$ cat config.mk
export PLATFORM = sky130hd
export DESIGN_NAME = sw_stream_feeder
export DESIGN_NICKNAME = d
export VERILOG_FILES = /design/src/rtl/sw_stream_feeder.sv
export SDC_FILE = /design/constraint.sdc
export NUM_CORES = 1
export LEC_CHECK = 0
export BUFFER_PORTS_ARGS = -buffer_cell sky130_fd_sc_hd__buf_2
export CELL_PAD_IN_SITES_DETAIL_PLACEMENT = 2
export CELL_PAD_IN_SITES_GLOBAL_PLACEMENT = 2
export CORE_MARGIN = 2
export CORE_UTILIZATION = 32
export CTS_BUF_LIST = sky130_fd_sc_hd__clkbuf_4 sky130_fd_sc_hd__clkbuf_8
export CTS_CLUSTER_SIZE = 12
export DETAILED_ROUTE_END_ITERATION = 16
export GPL_TIMING_DRIVEN = 1
export HOLD_SLACK_MARGIN = 0.15
export PLACE_DENSITY = 0.83
export RECOVER_POWER = 50
export SLEW_MARGIN = 20
export SYNTH_ARGS = -nofsm -noshare
export SYNTH_HDL_FRONTEND = slang
export SYNTH_SLANG_ARGS = --single-unit
$ cat constraint.sdc
create_clock -name clk -period 2.1 [get_ports clk]
set_clock_uncertainty 0.1 [all_clocks]
set_input_delay 0.42 -clock clk [delete_from_list [all_inputs] [get_ports clk]]
set_output_delay 0.42 -clock clk [all_outputs]
set_load 0.005 [all_outputs]
$ cat src/rtl/sw_stream_feeder.sv
// Front end of the Smith-Waterman PE chain: loads the query into the array, streams the database
// in at the array's no-stall cadence, pads the tail through the chain and captures the final score.
module sw_stream_feeder #(
  parameter int unsigned       N_PE    = 16,
  parameter int unsigned       SYM_W   = 3,
  parameter int unsigned       SCORE_W = 16,
  parameter int unsigned       LEN_W   = 12,
  parameter logic [SYM_W-1:0]  PAD_SYM = 3'd7
) (
  input  logic               clk,
  input  logic               reset_i,
  input  logic               start,
  input  logic [LEN_W-1:0]   t_len,
  input  logic               s_valid,
  input  logic [SYM_W-1:0]   s_data,
  output logic               s_ready,
  input  logic               t_valid,
  input  logic [SYM_W-1:0]   t_data,
  output logic               t_ready,
  output logic               pe_shift_valid_s,
  output logic               pe_valid_s,
  output logic [SYM_W-1:0]   pe_s,
  output logic [SYM_W-1:0]   pe_t,
  output logic               pe_init,
  input  logic [SCORE_W-1:0] pe_max,
  output logic               busy,
  output logic               done,
  output logic               err,
  output logic [SCORE_W-1:0] score
);

  localparam int unsigned QCNT_W = $clog2(N_PE + 1);
  localparam int unsigned DCNT_W = $clog2(N_PE + 3);
  localparam logic [QCNT_W-1:0] QLast = QCNT_W'(N_PE - 1);
  // Drain runs N_PE+2 cycles so the last database symbol clears the chain's max pipeline.
  localparam logic [DCNT_W-1:0] DLast = DCNT_W'(N_PE + 1);

  typedef enum logic [2:0] {StIdle, StLoadS, StStreamT, StDrain, StDone} state_e;

  state_e               state_q;
  logic [QCNT_W-1:0]    q_cnt_q;
  logic [LEN_W-1:0]     t_cnt_q;
  logic [DCNT_W-1:0]    d_cnt_q;
  logic                 shift_q;
  logic                 valid_s_q;
  logic [SYM_W-1:0]     s_q;
  logic [SYM_W-1:0]     t_q;
  logic                 init_q;
  logic                 busy_q;
  logic                 done_q;
  logic                 err_q;
  logic [SCORE_W-1:0]   score_q;

  always_comb begin
    s_ready = (state_q == StLoadS);
    t_ready = (state_q == StStreamT);
  end

  always_ff @(posedge clk) begin
    if (!reset_i) begin
      state_q   <= StIdle;
      q_cnt_q   <= '0;
      t_cnt_q   <= '0;
      d_cnt_q   <= '0;
      shift_q   <= 1'b0;
      valid_s_q <= 1'b0;
      s_q       <= '0;
      t_q       <= '0;
      init_q    <= 1'b0;
      busy_q    <= 1'b0;
      done_q    <= 1'b0;
      err_q     <= 1'b0;
      score_q   <= '0;
    end else begin
      shift_q   <= 1'b0;
      valid_s_q <= 1'b0;
      done_q    <= 1'b0;
      unique case (state_q)
        StIdle: begin
          if (start) begin
            t_cnt_q <= t_len;
            q_cnt_q <= '0;
            d_cnt_q <= '0;
            err_q   <= 1'b0;
            score_q <= '0;
            busy_q  <= 1'b1;
            state_q <= (t_len == '0) ? StDone : StLoadS;
          end
        end
        StLoadS: begin
          if (s_valid) begin
            s_q       <= s_data;
            shift_q   <= 1'b1;
            valid_s_q <= 1'b1;
            q_cnt_q   <= q_cnt_q + 1'b1;
            if (q_cnt_q == QLast) begin
              state_q <= StStreamT;
            end
          end
        end
        StStreamT: begin
          if (t_valid) begin
            t_q     <= t_data;
            init_q  <= 1'b1;
            t_cnt_q <= t_cnt_q - 1'b1;
            if (t_cnt_q == LEN_W'(1)) begin
              state_q <= StDrain;
            end
          end else begin
            // The array cannot stall: abandon the job and flush the chain.
            err_q   <= 1'b1;
            score_q <= '0;
            init_q  <= 1'b0;
            state_q <= StDone;
          end
        end
        StDrain: begin
          t_q     <= PAD_SYM;
          init_q  <= 1'b1;
          d_cnt_q <= d_cnt_q + 1'b1;
          if (d_cnt_q == DLast) begin
            score_q <= pe_max;
            state_q <= StDone;
          end
        end
        StDone: begin
          done_q  <= 1'b1;
          init_q  <= 1'b0;
          busy_q  <= 1'b0;
          state_q <= StIdle;
        end
        default: begin
          busy_q  <= 1'b0;
          state_q <= StIdle;
        end
      endcase
    end
  end

  assign pe_shift_valid_s = shift_q;
  assign pe_valid_s       = valid_s_q;
  assign pe_s             = s_q;
  assign pe_t             = t_q;
  assign pe_init          = init_q;
  assign busy             = busy_q;
  assign done             = done_q;
  assign err              = err_q;
  assign score            = score_q;

endmodule
==> metrics.txt, run 1 <==
Die Span X 96.1 um; GRT Total Usage 0.210; hold path depth 3; final slew viol count 0; vias in the first global route roughly 2,900; Area Growth Syn to Fin 18.3%; slew margin rel. 0.609; Core Box Area 8220 sq um; max-cap viol count 0; via count 2,714; Post-CTS Setup Bufs 0; Worst-path clk slew 0.10 ns; Num CTS Buffers 5; Crit Reg-Reg Startpoint state_q[1]; largest net degree at the start of global routing 36; post-synthesis net count 367; Syn Std Cell Area ~2700 sq um; clock sinks 52; CP Cell Sequence or3b_1, inv_6, buf_2; Crit Path Max Fanout 14; router iterations before antenna repair 4; maximum VDD drop 282 uV; worst-margin pin slew ~0.6 ns; DRT antenna net count 0; CP endpoint t_ready; diode count 0; Levels on crit path 3; initial core utilization 0.330; first-pass GRT wire length approximately 15,000 um; Initial DRC Count 74; clock tree buffer depth 2; Worst Setup SP state_q[1]; slowest stage delay, CP 0.47 ns; Post-Synthesis Cells 322; Routed WL 9430 um; most common cell after layout, fill and taps aside dfxtp_1; internal cell power roughly 1800 uW; RSZ-0062 raised after global routing no; Top delay family on crit path simple AND/OR/NAND/NOR gates; DR DRC count 0; PortBufs 68; register area share after synthesis 0.384; Logic pwr share 0.388; fin util 0.391; Tmin final 2.05 ns; r2r setup slk 0.17 ns; Final period util 0.978; # hold bufs at CTS 0; antenna violations before repair 0; reg2reg end t_cnt_q[0]; Worst Hold Class in -> reg; sw frac 0.411; share of total power in sequential cells 0.413; ys async rst share 0; WL/cell 19.1 um; full die area 9230 sq um; CP Launch Type flop; total number of H-tree levels 2; Critical Path End Type output port; CP bufs+invs 2; clock share of power 0.199; root buf cell clkbuf_8; Mapped Avg Cell Area 8.43 sq um; WHS ~0.24 ns; Rows 33; Placer Congestion 0.792; synth warn 0; Setup TNS 0 ns; Synth Flop Type dfxtp_1; count of flip-flops with a built-in enable after synthesis 0; Pwr per Cell Area 944 nW/um^2; Seq cells post-synth 52; CTS tree built; worst endpoint data arrival time 1.53 ns; R2R depth 5; DIE HEIGHT 96.1 um; Distinct cells, synth 53; status complete, no violations; Pleak 0.00122 uW; Fmax between 400 and 500 MHz; layout cells sized above 1 0.219; final number of hold-violating endpoints 0; Overflow after GRT 0; via/cell ratio 5.51; Crit Path Category reg -> out; dpl hpwl 6750 um; Clock Latency Late Sink 0.32 ns; commonest non-fill, non-tap cells in the layout dfxtp_1 (51), buf_2 (45), a21oi_1 (39); Final nets 432; Top Ports 69; CP max stage cell or3b_1; Final Setup Violations 0; Psw ~1200 uW; Critical Path RT around 1.6 ns
## registers in the layout (all words and copies together), names as in the netlist
signal and flops:
pe_init 1, t_cnt_q 12, d_cnt_q 5, q_cnt_q 5
busy 1, state_q 3, pe_valid_s 1, pe_s 3
score 16, err 1, pe_t 3, done 1
## worst min-delay path: cells and delay by family
| family | cells | cell delay [ns] |
|---|---|---|
| mux | 1 | 0.06 |
| simple gates | 1 | 0.07 |
| buf+inv | 1 | 0.08 |
## per-stage QoR
step / total power, uW / instances / worst slack, ns / area [sq um]
after CTS: 3070 / 493 / 0.0384 / 3250
after global placement: 2380 / 485 / 0.214 / 3160
after detailed placement: 2450 / 485 / 0.119 / 3160
after floorplan: 2030 / 322 / 0.353 / 2710
after global routing: 3240 / 493 / 0.00525 / 3210
final: 3030 / 493 / 0.0471 / 3210
## worst min-delay path by stage
stage,start,to,slack (ns)
floorplan,q_cnt_q[4],q_cnt_q[4],0.33
global placement,q_cnt_q[4],q_cnt_q[4],0.34
detailed placement,score[12],score[12],0.37
CTS,s_data[0],pe_s[0],0.24
global route,s_data[0],pe_s[0],0.24
finish,s_data[0],pe_s[0],0.24
## power groups by stage
| stage | combinational [uW] | sequential [uW] | clock (uW) |
|---|---|---|---|
| floorplan | 829 | 1200 | 0 |
| global placement | 1130 | 1250 | 0 |
| CTS | 1190 | 1250 | 630 |
| global route | 1310 | 1270 | 662 |
| finish | 1180 | 1250 | 604 |
| detailed placement | 1180 | 1270 | 0 |
## cell usage after synthesis, drive strengths merged (2+ instances only)
library cell,count,area share
a21oi,39,0.072
and3,4,0.0092
nand4,2,0.0046
nand2b,4,0.0092
and2,6,0.014
buf,16,0.042
or3,4,0.0092
clkbuf,11,0.016
mux2i,7,0.026
inv,9,0.014
xor2,3,0.0097
nor2b,2,0.0046
nand2,15,0.021
nor4,5,0.016
nand4b,18,0.058
nand3,8,0.015
o21ai,32,0.059
dfxtp,52,0.38
a21o,3,0.0083
ha,6,0.028
a41oi,3,0.0097
o211ai,5,0.014
a31oi,3,0.0069
a211oi,2,0.0055
o221a,6,0.025
nand3b,2,0.0055
nor2,32,0.044
nor3,7,0.015
## logic make-up after synthesis
family / synth area share
buffers and inverters: 0.0738
multiplexers: 0.0258
adder cells (fa/ha/maj): 0.0277
flip-flops: 0.384
XOR/XNOR: 0.0129
AO/OA/AOI/OAI: 0.225
AND/OR/NAND/NOR: 0.251
## metal layers
metal | vias up | part of all wire | global-route usage
li1 | 1308 | - | -
met1 | 1356 | 0.44 | 0.255
met2 | 39 | 0.52 | 0.377
met3 | 11 | 0.026 | 0.0321
met4 | 0 | 0.018 | 0.0655
met5 | - | 0 | 0
## timing repair
item / CTS / global route
gates resized for setup: 2 / 1
setup endpoints to repair: 2 / 3
gates cloned: 0 / 0
## area by class of cell
type                    count  area [sq um]
repair buffers             85           432
clock inverters             3          18.8
flip-flops and latches     52          1040
multi-input cells         233          1480
well taps                 105           131
inverters                  10          42.5
fillers                   994          5000
clock buffers               5          68.8
Power figures use the tool's default switching activity.
==> run 2: changes to the inputs <==
- CORE_ASPECT_RATIO: unset -> 0.6
- clock period: 2.1 -> 2.3 ns (I/O delays scaled with it)
==> metrics.txt, run 2 (synthesis gave the netlist of run 1 again) <==
antenna violations before repair 0; DR DRC count 0; status complete, no violations; first-pass GRT wire length between 15,000 and 20,000 um; Critical Path End Type output port; clock sinks 52; RSZ-0062 raised after global routing no; met2 routed WL roughly 4400 um; reg2reg end score[13]; fin util 0.399; CTS tree built; final number of hold-violating endpoints 0; Crit Reg-Reg Startpoint state_q[0]; Fmax about 470 MHz; final worst slack 0.169 ns; DRT antenna net count 0; Post-CTS Setup Bufs 0; dpl hpwl 7050 um; R2R depth 5; worst endpoint data arrival time 1.57 ns; WHS 0.277 ns; DIE HEIGHT 75.3 um; Core Box Area 8040 sq um; Final nets roughly 430; Final period util 0.926; CP Launch Type flop; Crit Path Max Fanout 14; commonest non-fill, non-tap cells in the layout dfxtp_1 (50), buf_2 (46), a21oi_1 (39); Crit Path Category reg -> out; Top Ports 69; WL/cell 19.3 um; layout cells sized above 1 0.214; maximum VDD drop 291 uV; total number of H-tree levels 2; via count roughly 2,800; Num CTS Buffers 5; max reg flops 16; fill count 921; root buf cell clkbuf_8; area taken by multi-input logic gates around 1500 sq um; router iterations before antenna repair 4; r2r setup slk 0.30 ns; design area 3210 sq um; # hold bufs at CTS 0; Worst Setup SP state_q[1]; CP endpoint t_ready; Critical Path RT between 1.5 and 2 ns; via/cell ratio 5.64; FF/Latch Area 1040 sq um; Overflow after GRT 0; Tmin final 2.13 ns; Area Growth Syn to Fin 18.3%; Rows 25; Pleak 0.00121 uW; met3 WL post-DR 409 um; placed cell area 3150 sq um; initial core utilization 0.338; Setup TNS 0 ns; Pwr per Cell Area 868 nW/um^2; Die Span X 123 um; Routed WL 9550 um; final slew viol count 0; GRT Total Usage 0.218; Initial DRC Count 105; slew margin rel. 0.610; diode count 0; Top Metal Used met4; Final Setup Violations 0; Worst Hold Class in -> reg; worst-margin pin slew 0.582 ns; largest net degree at the start of global routing 23; most common cell after layout, fill and taps aside dfxtp_1; Placer Congestion slightly below 0.8; vias in the first global route 2,966; Worst-path clk slew roughly 0.11 ns; clock tree buffer depth 2; Clock Latency Late Sink between 0.3 and 0.4 ns; wire length on met1 4630 um; PortBufs 68; max-cap viol count 0; pre-CTS setup slack 0.164 ns; full die area approximately 9300 sq um
[run 2: worst min-delay path by stage]
stage | startpoint | end | slack [ns] | cells after the start
3_5_place_dp | score[15] | score[15] | 0.37 | 2
3_3_place_gp | q_cnt_q[4] | q_cnt_q[4] | 0.34 | 2
4_1_cts | s_data[0] | pe_s[0] | 0.27 | 3
5_1_grt | t_data[2] | pe_t[2] | 0.30 | 3
6_report | s_data[0] | pe_s[0] | 0.28 | 3
2_1_floorplan | q_cnt_q[4] | q_cnt_q[4] | 0.33 | 2
[run 2: critical path: stages (launching register included)]
cell and delay, ns:
dfxtp_1 0.48, or3b_1 0.49, inv_6 0.15, buf_2 0.13
[run 2: layout make-up]
class                           instances  area share
Multi-Input combinational cell        233       0.459
Sequential cell                        52       0.325
Timing Repair Buffer                   84       0.133
Tap cell                              108      0.0421
Clock buffer                            5      0.0214
Inverter                               10      0.0133
Clock inverter                          3     0.00701
[run 2: stage by stage]
step,std cells,total power [uW]
3_3_place_gp,487,2170
3_5_place_dp,487,2240
4_1_cts,495,2820
2_1_floorplan,322,1860
6_report,495,2790
5_1_grt,495,2980
[run 2: power breakdown]
part           switching (uW)  total, uW  internal, uW
registers                 149       1160          1010
logic                     669       1060           396
clock network             346        565           219
[run 2: metal layers]
layer | up-vias | global-route usage
li1 | 1305 | -
met5 | - | 0
met4 | 0 | 0.0651
met2 | 58 | 0.351
met1 | 1418 | 0.296
met3 | 11 | 0.0479
[run 2: timing repair]
| action | in CTS | in global routing |
|---|---|---|
| gates cloned | 0 | 0 |
| setup endpoints to repair | 1 | 1 |
| gates resized for setup | 1 | 1 |
==> run 3: changes to the inputs <==
- BUFFER_PORTS_ARGS: -buffer_cell sky130_fd_sc_hd__buf_2 -> -buffer_cell sky130_fd_sc_hd__buf_4
- CORE_MARGIN: 2 -> unset
==> metrics.txt, run 3 (synthesis gave the netlist of run 1 again) <==
initial core utilization 0.338; total number of H-tree levels 2; Placer Congestion slightly above 0.8; Pwr per Cell Area between 800 and 900 nW/um^2; status complete, no violations; area taken by multi-input logic gates 1470 sq um; GRT Total Usage 0.218; Setup TNS 0 ns; Overflow after GRT 0; Area Growth Syn to Fin 24.9%; final slew viol count 0; dpl hpwl 6770 um; antenna violations before repair 0; via count 2,709; Critical Path End Type output port; wire length on met1 4560 um; met2 routed WL 4180 um; fill count 899; Worst Setup SP state_q[0]; Rows 25; vias in the first global route 2,829; Core Box Area about 8000 sq um; Final Setup Violations 0; Final period util 0.954; # hold bufs at CTS 0; placed cell area 3310 sq um; root buf cell clkbuf_8; router iterations before antenna repair 4; Routed WL 9240 um; most common cell after layout, fill and taps aside dfxtp_1; Pleak 0.00131 uW; final number of hold-violating endpoints 0; Top Metal Used met4; reg2reg end t_cnt_q[5]; DIE HEIGHT 73.3 um; full die area 8870 sq um; slew margin rel. 0.591; DR DRC count 0; R2R depth 5; first-pass GRT wire length 14,900 um; design area 3390 sq um; Worst Hold Class in -> reg; CP Launch Type flop; Tmin final 2.19 ns; max-cap viol count 0; Worst-path clk slew 0.11 ns; clock tree buffer depth 2; CP endpoint t_ready; RSZ-0062 raised after global routing no; FF/Latch Area between 1000 and 1500 sq um; layout cells sized above 1 0.260; Post-CTS Setup Bufs 0; Crit Path Category reg -> out; Final nets 429; CTS tree built; Top Ports 69; worst endpoint data arrival time 1.63 ns; max reg flops 16; maximum VDD drop 301 uV; diode count 0; met3 WL post-DR slightly above 400 um; Crit Reg-Reg Startpoint state_q[0]; clock sinks 52; WL/cell ~19 um; Initial DRC Count around 120; r2r setup slk 0.16 ns; worst-margin pin slew ~0.61 ns; via/cell ratio 5.49; Fmax 456 MHz; Crit Path Max Fanout 17; largest net degree at the start of global routing 31; commonest non-fill, non-tap cells in the layout dfxtp_1 (52), buf_4 (51), a21oi_1 (39); Die Span X ~120 um; Critical Path RT around 1.7 ns; DRT antenna net count 0; post_cts resized 0; Num CTS Buffers 5; Clock Latency Late Sink around 0.32 ns; PortBufs 68
==> run 3: changes by cell type in the layout (fill, tap and decap cells not counted), sizes merged <==
cell,before,now
buf,60,51
clkbuf,29,36
clkinv,3,2
inv,10,11
==> run 3: power breakdown <==
| group | internal, uW | switching, uW |
|---|---|---|
| sequential | 1010 | 142 |
| clock | 225 | 351 |
| combinational | 432 | 670 |
| total | 1660 | 1160 |
==> run 3: how the worst min path moves through the flow <==
stage                           from          to  depth (start not counted)
after floorplan           q_cnt_q[4]  q_cnt_q[4]                          2
after global placement    q_cnt_q[4]  q_cnt_q[4]                          2
after detailed placement  q_cnt_q[4]  q_cnt_q[4]                          2
after CTS                  s_data[2]     pe_s[2]                          3
after global routing      pe_max[12]   score[12]                          3
final                      s_data[2]     pe_s[2]                          3
==> run 3: critical path, cell delays in order (launching register included) <==
cell and delay (ns):
dfxtp_1 0.52, or3b_1 0.51, inv_6 0.15, buf_4 0.13
==> run 3: per-layer routing <==
metal	up-vias	global-route usage
met3	9	0.0505
met4	0	0.0535
met5	-	0
met2	50	0.345
li1	1295	-
met1	1355	0.301
==> run 3: metrics by stage <==
| step | power [uW] | utilization | setup slack (ns) | instances | hold slack (ns) |
|---|---|---|---|---|---|
| 2_1_floorplan | 1860 | - | 0.513 | 322 | 0.332 |
| 3_3_place_gp | 2200 | 0.411 | 0.274 | 485 | 0.339 |
| 3_5_place_dp | 2260 | 0.411 | 0.140 | 485 | 0.375 |
| 4_1_cts | 2860 | 0.423 | 0.108 | 493 | 0.273 |
| 5_1_grt | 3000 | 0.422 | 0.0462 | 493 | 0.300 |
| 6_report | 2820 | 0.422 | 0.106 | 493 | 0.278 |
==> run 3: layout make-up <==
cell class | instances | share of cell area
clock inverter | 3 | 0.00775
sequential | 52 | 0.307
inverter | 10 | 0.0126
multi-input combinational | 233 | 0.435
tap | 108 | 0.0399
timing repair buffer | 82 | 0.178
clock buffer | 5 | 0.0203
